<file path="config.mk">
export PLATFORM = sky130hd
export DESIGN_NAME = gb_cpu_regfile
export DESIGN_NICKNAME = d
export VERILOG_FILES = /design/src/rtl/gb_cpu_regfile.sv
export SDC_FILE = /design/constraint.sdc
export NUM_CORES = 1
export LEC_CHECK = 0
export ABC_AREA = 0
export ABC_CLOCK_PERIOD_IN_PS = 2300
export CORE_UTILIZATION = 48
export DETAILED_ROUTE_END_ITERATION = 10
export GPL_ROUTABILITY_DRIVEN = 1
export PLACE_DENSITY = 0.78
export SYNTH_ARGS = -nofsm -noshare
export SYNTH_HDL_FRONTEND = slang
export SYNTH_SLANG_ARGS = --single-unit
export TNS_END_PERCENT = 30
</file>
<file path="constraint.sdc">
create_clock -name clk -period 2.3 [get_ports clk]
set_input_delay 0.46 -clock clk [delete_from_list [all_inputs] [get_ports clk]]
set_output_delay 0.46 -clock clk [all_outputs]
set_load 0.005 [all_outputs]
</file>
<file path="src/rtl/gb_cpu_regfile.sv">
// GB CPU register file: A,F,B,C,D,E,H,L + SP, two 8-bit read ports, 16-bit pair port and IDU.
// Optional macro GB_CPU_REGFILE_BYPASS_EN forwards same-cycle writes to all read outputs.
module gb_cpu_regfile #(
  parameter logic [15:0] RESET_AF = 16'h01B0,
  parameter logic [15:0] RESET_BC = 16'h0013,
  parameter logic [15:0] RESET_DE = 16'h00D8,
  parameter logic [15:0] RESET_HL = 16'h014D,
  parameter logic [15:0] RESET_SP = 16'hFFFE
) (
  input  logic        clk,
  input  logic        rst_n,
  input  logic [2:0]  rd_a_sel,
  output logic [7:0]  rd_a_data,
  input  logic [2:0]  rd_b_sel,
  output logic [7:0]  rd_b_data,
  output logic [3:0]  flags_q,
  input  logic        wr_en,
  input  logic [2:0]  wr_sel,
  input  logic [7:0]  wr_data,
  input  logic        flags_we,
  input  logic [3:0]  flags_d,
  input  logic [1:0]  pair_sel,
  output logic [15:0] pair_rd_data,
  input  logic        pair_wr_en,
  input  logic [15:0] pair_wr_data,
  input  logic [1:0]  idu_op,
  output logic [15:0] hl_q,
  output logic [15:0] sp_q
);

  logic [7:0]  a_reg, b_reg, c_reg, d_reg, e_reg, h_reg, l_reg;
  logic [3:0]  flags_reg;
  logic [15:0] sp_reg;

  logic [7:0]  a_next, b_next, c_next, d_next, e_next, h_next, l_next;
  logic [3:0]  flags_next;
  logic [15:0] sp_next;

  logic [15:0] pair_cur, pair_new;
  logic        pair_act;

  always_comb begin
    case (pair_sel)
      2'd0:    pair_cur = {b_reg, c_reg};
      2'd1:    pair_cur = {d_reg, e_reg};
      2'd2:    pair_cur = {h_reg, l_reg};
      default: pair_cur = sp_reg;
    endcase

    pair_act = pair_wr_en || (idu_op == 2'd1) || (idu_op == 2'd2);
    if (pair_wr_en)
      pair_new = pair_wr_data;
    else if (idu_op == 2'd1)
      pair_new = pair_cur + 16'd1;
    else if (idu_op == 2'd2)
      pair_new = pair_cur - 16'd1;
    else
      pair_new = pair_cur;

    a_next     = a_reg;
    b_next     = b_reg;
    c_next     = c_reg;
    d_next     = d_reg;
    e_next     = e_reg;
    h_next     = h_reg;
    l_next     = l_reg;
    flags_next = flags_reg;
    sp_next    = sp_reg;

    // 16-bit result first so a same-cycle 8-bit write can override its byte.
    if (pair_act) begin
      case (pair_sel)
        2'd0:    {b_next, c_next} = pair_new;
        2'd1:    {d_next, e_next} = pair_new;
        2'd2:    {h_next, l_next} = pair_new;
        default: sp_next = pair_new;
      endcase
    end

    if (wr_en) begin
      case (wr_sel)
        3'd0:    b_next = wr_data;
        3'd1:    c_next = wr_data;
        3'd2:    d_next = wr_data;
        3'd3:    e_next = wr_data;
        3'd4:    h_next = wr_data;
        3'd5:    l_next = wr_data;
        3'd6:    flags_next = wr_data[7:4];
        default: a_next = wr_data;
      endcase
    end

    if (flags_we)
      flags_next = flags_d;
  end

  always_ff @(posedge clk or negedge rst_n) begin
    if (!rst_n) begin
      a_reg     <= RESET_AF[15:8];
      flags_reg <= RESET_AF[7:4];
      b_reg     <= RESET_BC[15:8];
      c_reg     <= RESET_BC[7:0];
      d_reg     <= RESET_DE[15:8];
      e_reg     <= RESET_DE[7:0];
      h_reg     <= RESET_HL[15:8];
      l_reg     <= RESET_HL[7:0];
      sp_reg    <= RESET_SP;
    end else begin
      a_reg     <= a_next;
      flags_reg <= flags_next;
      b_reg     <= b_next;
      c_reg     <= c_next;
      d_reg     <= d_next;
      e_reg     <= e_next;
      h_reg     <= h_next;
      l_reg     <= l_next;
      sp_reg    <= sp_next;
    end
  end

  // View seen by every read output: registered state, or the pending commit when forwarding.
  logic [7:0]  v_a, v_b, v_c, v_d, v_e, v_h, v_l;
  logic [3:0]  v_flags;
  logic [15:0] v_sp;

`ifdef GB_CPU_REGFILE_BYPASS_EN
  // While in reset the pending writes are discarded, so show the reset state.
  assign v_a     = rst_n ? a_next     : a_reg;
  assign v_b     = rst_n ? b_next     : b_reg;
  assign v_c     = rst_n ? c_next     : c_reg;
  assign v_d     = rst_n ? d_next     : d_reg;
  assign v_e     = rst_n ? e_next     : e_reg;
  assign v_h     = rst_n ? h_next     : h_reg;
  assign v_l     = rst_n ? l_next     : l_reg;
  assign v_flags = rst_n ? flags_next : flags_reg;
  assign v_sp    = rst_n ? sp_next    : sp_reg;
`else
  assign v_a     = a_reg;
  assign v_b     = b_reg;
  assign v_c     = c_reg;
  assign v_d     = d_reg;
  assign v_e     = e_reg;
  assign v_h     = h_reg;
  assign v_l     = l_reg;
  assign v_flags = flags_reg;
  assign v_sp    = sp_reg;
`endif

  logic [2:0] rd_sel  [2];
  logic [7:0] rd_data [2];

  assign rd_sel[0] = rd_a_sel;
  assign rd_sel[1] = rd_b_sel;

  genvar gi;
  generate
    for (gi = 0; gi < 2; gi++) begin : g_rd
      always_comb begin
        case (rd_sel[gi])
          3'd0:    rd_data[gi] = v_b;
          3'd1:    rd_data[gi] = v_c;
          3'd2:    rd_data[gi] = v_d;
          3'd3:    rd_data[gi] = v_e;
          3'd4:    rd_data[gi] = v_h;
          3'd5:    rd_data[gi] = v_l;
          3'd6:    rd_data[gi] = {v_flags, 4'b0000};
          default: rd_data[gi] = v_a;
        endcase
      end
    end
  endgenerate

  assign rd_a_data = rd_data[0];
  assign rd_b_data = rd_data[1];
  assign flags_q   = v_flags;
  assign hl_q      = {v_h, v_l};
  assign sp_q      = v_sp;

  always_comb begin
    case (pair_sel)
      2'd0:    pair_rd_data = {v_b, v_c};
      2'd1:    pair_rd_data = {v_d, v_e};
      2'd2:    pair_rd_data = {v_h, v_l};
      default: pair_rd_data = v_sp;
    endcase
  end

endmodule

</file>
==> impl_metrics.py, run 1 <==
metrics = {
    "run_status": {
        "status": "finished with violations",
        "violations": "negative setup slack",
    },
    "synthesis": {
        "synth_compound_area_share_pct": 21.15,
        "syn_inst": 708,
        "synthAdderAreaFrac_pct": 0.4197,
        "synth-xor-area-share_pct": 0.7345,
        "avgSynthCellArea_um2": 8.421,
        "synth_cell_types": 63,
        "netlist_area_um2": 5962,
        "async_flop_share_pct": 100.0,
        "synth_seq_cells": 76,
        "synth_seq_area_share_pct": 32.55,
        "synth_edf_count": 0,
        "syn-num-nets": 756,
        "synth_top_family_by_area": "simple AND/OR/NAND/NOR gates",
        "yosys.area_share.simple_pct": 24.66,
        "synth_flop_cell": "dfrtp_1",
        "synthMuxAreaShare_pct": 16.43,
        "ys_warn_count": 0,
    },
    "sta": {
        "min_period_ps": 2550,
        "relSlewSlack_pct": 59.62,
        "finalHoldViolCount": 0,
        "clock_skew_ps": 6.868,
        "drv_slew": 0,
        "setup-violations-final": 58,
        "setup_slack_ps": -250.5,
        "hold_ws_ps": 123.2,
        "rsz0062_at_grt": "yes",
        "period_share_pct": 110.9,
        "tightest_slew_ps": 605.8,
        "max_freq_mhz": 392.1,
    },
    "setup_path": {
        "critPathBufInv": 2,
        "cp_max_fo": 4,
        "r2r-end": "d_reg[6]$_DFF_PN0_",
        "critPathArrivalTime_ps": 2760,
        "crit_family": "multiplexers",
        "rrSetupSlack_ps": -250,
        "ff2ff_path_depth": 9,
        "critPathKind": "flop to flop",
        "startpoint_type": "flop",
        "worstPathRequired_ps": 2510,
        "endpoint_kind": "flop",
        "r2r-start": "c_reg[1]$_DFF_PN1_",
        "crit_top_cell": "buf_6",
        "cp_slowest_cell": "dfstp_2",
        "worstSetupPathDepth": 9,
        "path_cells": "mux4_2 > buf_6 > ha_4 > nand3_4 > or3_4 > buf_6 > a22oi_2 > mux2i_2 > o21ai_1",
        "slowest_delay_ps": 560,
    },
    "cts": {
        "clock_latency_ps": 340,
        "cts-buffers-inserted": 9,
        "clock_path_buffers": 2,
        "clock_sinks": 76,
        "htreeDepth": 3,
        "holdBufCountCts": 0,
        "cts_tree": "done",
        "clkTransAtPathRegs_ps": 60,
        "clock-root-buffer": "clkbuf_16",
    },
    "place": {
        "placedCellCount": 1135,
        "detailed_place_hpwl_um": 20440,
        "routabilityCongestion": 0.9843,
        "postPlaceCellArea_um2": 8681,
        "port_buffers": 113,
    },
    "hold_path": {
        "hold_path.class": "input port to asynchronous set/reset pin",
    },
    "pwr": {
        "vdd_drop_max_v": 0.0004309,
        "powerDensity_nw_per_um2": 748.0,
        "p_leak_nw": 4.167,
        "power_w": 0.007245,
    },
    "die": {
        "fp.dieH_um": 113.5,
        "die-area_um2": 12870,
        "fp.coreArea_um2": 12060,
        "rows": 40,
        "start_util_pct": 49.43,
        "ios": 114,
        "fp.dieW_um": 113.5,
    },
    "global_routing": {
        "first_global_vias": 7524,
        "grt_max_degree": 30,
        "grt_overflow": 0,
        "grt_pass1_wl_um": 42480,
        "antenna_found_initial": 0,
        "grt_use_total_pct": 44.24,
    },
    "route": {
        "wl_per_cell_um": 23.80,
        "post-route-drc-count": 0,
        "post_drt_via_cell_ratio": 6.471,
        "firstDrtPassIters": 5,
        "dr.first_iter.drc_count": 1031,
        "vias": 7701,
        "wirelength_um": 28320,
        "antenna_left": 0,
    },
    "final_layout": {
        "largest_register_ffs": 16,
        "nets": 1066,
        "layout-drive-gt1-share_pct": 42.95,
        "layout.cells.non_filler": 1190,
        "post-route-util_pct": 80.30,
        "num_antenna_cells": 0,
        "area_delta_synth_final_pct": 62.46,
        "final_area_um2": 9686,
    },
    "run": {
        "drv_cap": 0,
    },
}
==> placed cells by master (no fill, tap or decap), drive strengths merged, types with 6 or more instances in the layout <==
cell	Yosys	layout
a221oi	10	10
buf	11	249
nor2b	12	12
and3	22	22
o21ai	74	74
mux4	23	23
o21a	6	6
clkdlybuf4s50	0	73
mux2	19	19
a21oi	54	54
mux2i	24	24
nand4	8	8
dfrtp	45	45
nand3	29	29
or3	16	16
a211oi	8	8
nor3	21	21
a22oi	7	7
nor2	79	79
inv	11	11
dlygate4sd2	0	12
clkdlybuf4s15	0	6
dfstp	31	31
and2	7	7
clkbuf	36	16
nand2b	8	8
nand2	74	74
==> what timing repair did <==
item                                    in CTS  in global routing
endpoints found under the setup margin      92                 83
buffers inserted                            29                 11
pin swaps                                   22                 27
resized for setup                          192                 69
cloned                                       0                  1
==> per-layer routing <==
layer / vias to the layer above / global-route usage (%) / routed length (um)
met3: 163 / 8.289 / 2924
met2: 587 / 71.12 / 13040
li1: 3252 / - / -
met4: 0 / 21.05 / 1809
met1: 3699 / 57.91 / 10540
met5: - / 0 / 0
==> worst max path at each step <==
stage,from,slack [ps],to
final,c_reg[1]$_DFF_PN1_,-250,d_reg[6]$_DFF_PN0_
after global routing,e_reg[0]$_DFF_PN0_,-320,b_reg[1]$_DFF_PN0_
after CTS,l_reg[0]$_DFF_PN1_,-200,h_reg[6]$_DFF_PN0_
after detailed placement,pair_sel[0],-1060,b_reg[2]$_DFF_PN0_
after global placement,pair_sel[0],-980,d_reg[2]$_DFF_PN0_
after floorplan,pair_sel[0],-190,c_reg[2]$_DFF_PN0_
==> final cells by class <==
type / instances / area, um^2
sequential: 76 / 1944
timing repair buffer: 346 / 3033
fill: 813 / 2376
multi-input combinational: 574 / 4188
clock inverter: 4 / 26.28
clock buffer: 11 / 242.7
tap: 168 / 210.2
inverter: 11 / 41.29
==> logic make-up after synthesis <==
family | Yosys count
xor gates and xnor gates | 5
buffers and inverters | 58
adders and majority gates | 2
DFF | 76
muxes | 66
and+or+nand+nor | 296
AOI/OAI and AO/OA | 205
==> power by group <==
part	internal (W)	leakage [nW]	switching, W	total, W
combinational	0.00201	3.18	0.00183	0.00384
sequential	0.00175	0.857	0.000335	0.00208
clock	0.000753	0.131	0.000567	0.00132
==> metrics by stage <==
stage,setup WS (ps),setup TNS (ps)
6_report,-250.5,-9430
5_1_grt,-322.6,-13830
4_1_cts,-198.5,-7001
3_5_place_dp,-1064,-75170
3_3_place_gp,-978.8,-70910
2_1_floorplan,-188.6,-5026
==> synth_stat cells (6+ instances only) <==
cell | count | share of area, %
o21ai_0 | 60 | 5.0
and2_1 | 7 | 0.73
mux4_2 | 21 | 7.9
a211oi_1 | 7 | 0.88
mux2i_1 | 24 | 4.0
inv_1 | 11 | 0.69
clkbuf_1 | 36 | 2.3
nor2_1 | 79 | 5.0
nand2_1 | 74 | 4.7
and3_1 | 22 | 2.3
dfstp_2 | 31 | 14
o21ai_1 | 14 | 1.2
o21a_1 | 6 | 0.76
nand4_1 | 8 | 0.84
a21oi_1 | 54 | 4.5
nand2b_1 | 8 | 0.84
a22oi_1 | 6 | 0.76
a221oi_1 | 10 | 1.5
mux2_2 | 19 | 3.6
nand3_1 | 28 | 2.4
dfrtp_1 | 45 | 19
nor3_1 | 19 | 1.6
nor2b_1 | 12 | 1.3
or3_1 | 16 | 1.7
(Power assumes the default switching activity.)
==> run 2: changes to the inputs <==
--- a/config.mk
+++ b/config.mk
@@ -11,6 +11,7 @@
 export DETAILED_ROUTE_END_ITERATION = 10
 export GPL_ROUTABILITY_DRIVEN = 1
 export PLACE_DENSITY = 0.78
+export SKIP_CTS_REPAIR_TIMING = 1
 export SYNTH_ARGS = -nofsm -noshare
 export SYNTH_HDL_FRONTEND = slang
 export SYNTH_SLANG_ARGS = --single-unit
==> run 2 against run 1 <==
The flow still finishes with violations (negative setup slack). Clock skew barely moved. Final cell count fell by 0.67%. Via count rose by 0.19%. Sequential share of layout area rose by 0.094 points. Combinational power fell by 3%. Critical path depth did not move. Sequential power barely moved. Worst hold slack got worse by 0.76 ps. Global-route usage fell by 2.2 points. Flip-flop and latch count did not move. Largest cell class unchanged. Highest routed layer unchanged.
==> impl_metrics.py, run 2 (synthesis gave the netlist of run 1 again) <==
metrics = {
    "run_status": {
        "status": "finished with violations",
        "violations": "negative setup slack",
    },
    "pwr": {
        "powerDensity_nw_per_um2": 740.2,
        "vdd_drop_max_v": 0.0004263,
        "clkPwrFrac_pct": 18.6,
        "switching_power_w": 0.002660,
        "seqPwrFrac_pct": 29.3,
        "switching_share_pct": 37.33,
        "power_frac_comb_pct": 52.2,
        "internal-power_w": 0.004466,
        "p_leak_nw": 4.321,
    },
    "cts": {
        "clock_sinks": 76,
        "clkTransAtPathRegs_ps": 60,
        "clock_path_buffers": 2,
        "clock-root-buffer": "clkbuf_16",
        "clock_latency_ps": 340,
        "cts-buffers-inserted": 9,
        "cts_tree": "done",
        "htreeDepth": 3,
    },
    "route": {
        "dr.first_iter.drc_count": 1164,
        "firstDrtPassIters": 7,
        "vias": 7716,
        "wl_per_cell_um": 23.56,
        "antenna_left": 0,
        "post_drt_via_cell_ratio": 6.528,
        "post-route-drc-count": 0,
        "wirelength_um": 27850,
    },
    "sta": {
        "finalHoldViolCount": 0,
        "setup-violations-final": 55,
        "relSlewSlack_pct": 59.84,
        "drv_slew": 0,
        "tightest_slew_ps": 602.5,
        "rsz0062_at_grt": "yes",
        "clock_skew_ps": 7.145,
        "period_share_pct": 111.5,
        "setup_slack_ps": -263.6,
        "min_period_ps": 2564,
        "max_freq_mhz": 390.1,
        "setup_tns_ps": -8991,
    },
    "final_layout": {
        "num_antenna_cells": 0,
        "layout_commonest_cell": "buf_4",
        "largest_register_ffs": 16,
        "area_delta_synth_final_pct": 61.49,
        "layout-drive-gt1-share_pct": 39.55,
        "layout.cells.non_filler": 1182,
        "layout_common_cells": "buf_4 (196), clkdlybuf4s50_1 (75), nand2_1 (73)",
        "nets": 1058,
    },
    "global_routing": {
        "antenna_found_initial": 0,
        "first_global_vias": 7143,
        "grt_pass1_wl_um": 40460,
        "grt_use_total_pct": 42.05,
        "grt_overflow": 0,
        "grt_max_degree": 30,
    },
    "hold_path": {
        "hold_path.class": "input port to asynchronous set/reset pin",
    },
    "setup_path": {
        "cp_max_fo": 6,
        "critPathKind": "flop to flop",
        "endpoint_kind": "flop",
        "slowest_delay_ps": 560,
        "worstPathRequired_ps": 2540,
        "path_cells": "mux4_2 > inv_1 > ha_1 > and3b_2 > o211ai_1 > and4_1 > o31ai_4 > nor2_1 > o21ai_1",
        "critPathArrivalTime_ps": 2810,
        "startpoint_type": "flop",
        "cp_slowest_cell": "mux4_2",
    },
    "run": {
        "drv_cap": 0,
    },
    "die": {
        "fp.coreArea_um2": 12060,
        "fp.dieH_um": 113.5,
        "start_util_pct": 49.43,
        "fp.dieW_um": 113.5,
        "ios": 114,
        "die-area_um2": 12870,
        "rows": 40,
    },
    "place": {
        "detailed_place_hpwl_um": 20440,
        "port_buffers": 113,
        "routabilityCongestion": 0.9843,
        "pre_cts_ws_ps": -1064,
        "placedCellCount": 1135,
    },
}
-- run 2: worst paths after layout --
| path | start | end | slack [ps] | depth (start not counted) |
|---|---|---|---|---|
| min in group clk | sp_q[1]$_DFFE_PN1P_ | sp_q[1]$_DFFE_PN1P_ | 500 | 2 |
| min | rst_n | flags_q[2]$_DFFE_PN0P_ | 120 | 1 |
| min reg2reg | sp_q[1]$_DFFE_PN1P_ | sp_q[1]$_DFFE_PN1P_ | 500 | 2 |
| max reg2reg | e_reg[0]$_DFF_PN0_ | l_reg[4]$_DFF_PN0_ | -260 | 9 |
| max in group asynchronous | rst_n | e_reg[6]$_DFF_PN1_ | 1450 | 2 |
| max | e_reg[0]$_DFF_PN0_ | l_reg[4]$_DFF_PN0_ | -260 | 9 |
-- run 2: critical path, delay by kind of cell (launching register included) --
family,cells,cell delay [ps]
AOI/OAI and AO/OA,3,620
adders and majority gates,1,140
buffers and inverters,1,100
DFF,1,410
muxes,1,560
and+or+nand+nor,3,640
-- run 2: final cells by class --
class                      instances  area (um^2)
fill                             808         2434
timing repair buffer             338         3038
clock inverter                     4        26.28
tap                              168        210.2
sequential                        76         1942
multi-input combinational        574         4128
inverter                          11        41.29
clock buffer                      11        242.7
-- run 2: per-layer routing --
layer	part of all wire [%]	vias to the layer above	global-route usage, %
li1	-	3250	-
met1	36	3678	57.08
met2	46	619	66.67
met3	11	169	5.951
met4	5.9	0	19.91
met5	0	-	0
-- run 2: metrics by stage --
stage	total power (W)	hold WS (ps)	area, um^2	utilization [%]
after floorplan	0.003422	164.4	6006	-
after global placement	0.005324	450.9	8681	71.97
after detailed placement	0.005404	470.0	8681	71.97
after CTS	0.006730	130.4	8950	74.20
after global routing	0.007402	157.4	9628	79.82
final	0.007126	122.5	9628	79.82
-- run 2: power groups by stage --
stage          combinational, W  sequential, W  clock, W
2_1_floorplan           0.00141        0.00202         0
3_3_place_gp            0.00327        0.00205         0
3_5_place_dp            0.00333        0.00207         0
4_1_cts                 0.00336        0.00205   0.00132
5_1_grt                 0.00392        0.00211   0.00137
6_report                0.00372        0.00209   0.00132
==> run 3: changes to the inputs <==
--- a/config.mk
+++ b/config.mk
@@ -6,11 +6,11 @@
 export NUM_CORES = 1
 export LEC_CHECK = 0
 export ABC_AREA = 0
-export ABC_CLOCK_PERIOD_IN_PS = 2300
 export CORE_UTILIZATION = 48
 export DETAILED_ROUTE_END_ITERATION = 10
 export GPL_ROUTABILITY_DRIVEN = 1
 export PLACE_DENSITY = 0.78
+export SETUP_SLACK_MARGIN = 0.05
 export SKIP_CTS_REPAIR_TIMING = 1
 export SYNTH_ARGS = -nofsm -noshare
 export SYNTH_HDL_FRONTEND = slang
==> run 3 against run 2 <==
Flip-flop and latch count unchanged. Non-clock buffer count shrank 11. Core utilization decreased by 0.33 points. The run still ends with negative setup slack left. Critical path depth is the same. Final cell count is 0.85% lower. Critical endpoint is now b_reg[6]$_DFF_PN0_. Register-to-register slack got worse by 20 ps. Routed wire length grew 0.72%.
==> impl_metrics.py, run 3 (synthesis gave the netlist of run 1 again) <==
metrics = {
    "run_status": {
        "status": "finished with violations",
        "violations": "negative setup slack",
    },
    "pwr": {
        "switching_share_pct": 36.51,
        "internal-power_w": 0.004700,
        "vdd_drop_max_v": 0.0006907,
        "powerDensity_nw_per_um2": 772.1,
        "clkPwrFrac_pct": 21.0,
        "seqPwrFrac_pct": 28.4,
        "power_frac_comb_pct": 50.6,
        "p_leak_nw": 4.319,
        "power_w": 0.007403,
        "switching_power_w": 0.002703,
    },
    "setup_path": {
        "path_cells": "mux4_2 > buf_6 > ha_4 > nand3_4 > or3_4 > buf_6 > a22oi_2 > mux2i_4 > o21ai_2",
        "crit_family": "multiplexers",
        "slowest_delay_ps": 570,
        "startpoint_type": "flop",
        "cp_max_fo": 4,
        "crit_top_cell": "buf_6",
        "critPathBufInv": 2,
        "worstPathRequired_ps": 2530,
        "critPathKind": "flop to flop",
        "cp_slowest_cell": "dfstp_2",
        "critPathArrivalTime_ps": 2810,
        "endpoint_kind": "flop",
    },
    "route": {
        "wirelength_um": 28050,
        "wl_per_cell_um": 23.94,
        "antenna_left": 0,
        "firstDrtPassIters": 5,
        "vias": 7591,
        "post-route-drc-count": 0,
        "dr.first_iter.drc_count": 897,
        "post_drt_via_cell_ratio": 6.477,
    },
    "final_layout": {
        "num_antenna_cells": 0,
        "layout-drive-gt1-share_pct": 38.84,
        "post-route-util_pct": 79.49,
        "layout_common_cells": "buf_4 (187), nor2_1 (74), nand2_1 (73)",
        "nets": 1047,
        "area_delta_synth_final_pct": 60.82,
        "ff_latch_area_um2": 1944,
        "fillCellCount": 811,
        "layout_commonest_cell": "buf_4",
        "largest_register_ffs": 16,
        "multi_input_area_um2": 4133,
    },
    "sta": {
        "setup_slack_ps": -285.1,
        "min_period_ps": 2585,
        "finalHoldViolCount": 0,
        "relSlewSlack_pct": 68.88,
        "setup_tns_ps": -8500,
        "clock_skew_ps": 7.966,
        "max_freq_mhz": 386.8,
        "period_share_pct": 112.4,
        "tightest_slew_ps": 465.4,
        "setup-violations-final": 52,
        "rsz0062_at_grt": "yes",
        "drv_slew": 0,
    },
    "global_routing": {
        "grt_overflow": 0,
        "grt_use_total_pct": 42.29,
        "grt_max_degree": 77,
        "grt_pass1_wl_um": 40380,
        "first_global_vias": 7150,
        "antenna_found_initial": 0,
    },
    "die": {
        "fp.coreArea_um2": 12060,
        "fp.dieH_um": 113.5,
        "ios": 114,
        "start_util_pct": 49.43,
        "fp.dieW_um": 113.5,
        "rows": 40,
        "die-area_um2": 12870,
    },
    "cts": {
        "clock-root-buffer": "clkbuf_16",
        "clock_latency_ps": 350,
        "clock_path_buffers": 2,
        "htreeDepth": 3,
        "clkTransAtPathRegs_ps": 60,
        "cts-buffers-inserted": 9,
        "cts_tree": "done",
        "clock_sinks": 76,
    },
    "hold_path": {
        "hold_path.class": "input port to asynchronous set/reset pin",
    },
    "place": {
        "routabilityCongestion": 1.016,
        "port_buffers": 113,
        "detailed_place_hpwl_um": 20280,
    },
    "run": {
        "drv_cap": 0,
    },
}
-- run 3: layout make-up --
| cell class | instances | area share (%) |
|---|---|---|
| Sequential cell | 76 | 20.28 |
| Timing Repair Buffer | 327 | 30.67 |
| Tap cell | 168 | 2.192 |
| Inverter | 11 | 0.4698 |
| Clock buffer | 10 | 2.388 |
| Multi-Input combinational cell | 574 | 43.10 |
| Clock inverter | 6 | 0.9004 |
-- run 3: final timing paths --
path                                          start  slack (ps)  cells past startpoint              endpoint
worst max-delay path             l_reg[0]$_DFF_PN1_        -290                      9    b_reg[6]$_DFF_PN0_
worst min-delay path                          rst_n         130                      2  a_reg[5]$_DFFE_PN0P_
min in group clk                sp_q[1]$_DFFE_PN1P_         490                      2   sp_q[1]$_DFFE_PN1P_
worst min register to register  sp_q[1]$_DFFE_PN1P_         490                      2   sp_q[1]$_DFFE_PN1P_
max in group asynchronous                     rst_n        1760                      2    c_reg[0]$_DFF_PN1_
worst max register to register   l_reg[0]$_DFF_PN1_        -290                      9    b_reg[6]$_DFF_PN0_
-- run 3: metal layers --
metal | share of wire, % | vias up | routed length (um) | global-route usage [%]
li1 | - | 3223 | - | -
met1 | 37 | 3649 | 10370 | 53.27
met2 | 47 | 583 | 13320 | 68.22
met3 | 10 | 136 | 2904 | 8.714
met4 | 5.2 | 0 | 1458 | 23.60
met5 | 0 | - | 0 | 0
-- run 3: power by group through the flow --
stage	Clock [W]	Combinational (W)	Sequential, W
finish	0.00155	0.00374	0.00210
global route	0.00161	0.00395	0.00211
CTS	0.00156	0.00332	0.00208
detailed placement	0	0.00329	0.00209
global placement	0	0.00323	0.00208
floorplan	0	0.00141	0.00202
-- run 3: worst register-to-register path, delay by kind of cell, from the launching register on --
| family | cells | cell delay, ps |
|---|---|---|
| buffers and inverters | 2 | 250 |
| AO/OA/AOI/OAI | 2 | 340 |
| flip-flops | 1 | 570 |
| multiplexers | 2 | 650 |
| AND/OR/NAND/NOR | 2 | 490 |
| adder cells (fa/ha/maj) | 1 | 150 |
-- run 3: metrics by stage --
step	instance area (um^2)	worst slack (ps)	instances	hold slack [ps]
global route	9588	-323.4	1172	176.9
detailed placement	8561	-1127	1124	465.3
global placement	8561	-1021	1124	455.1
finish	9588	-285.1	1172	132.4
CTS	8876	-841.4	1140	163.5
floorplan	6006	-188.4	708	164.4
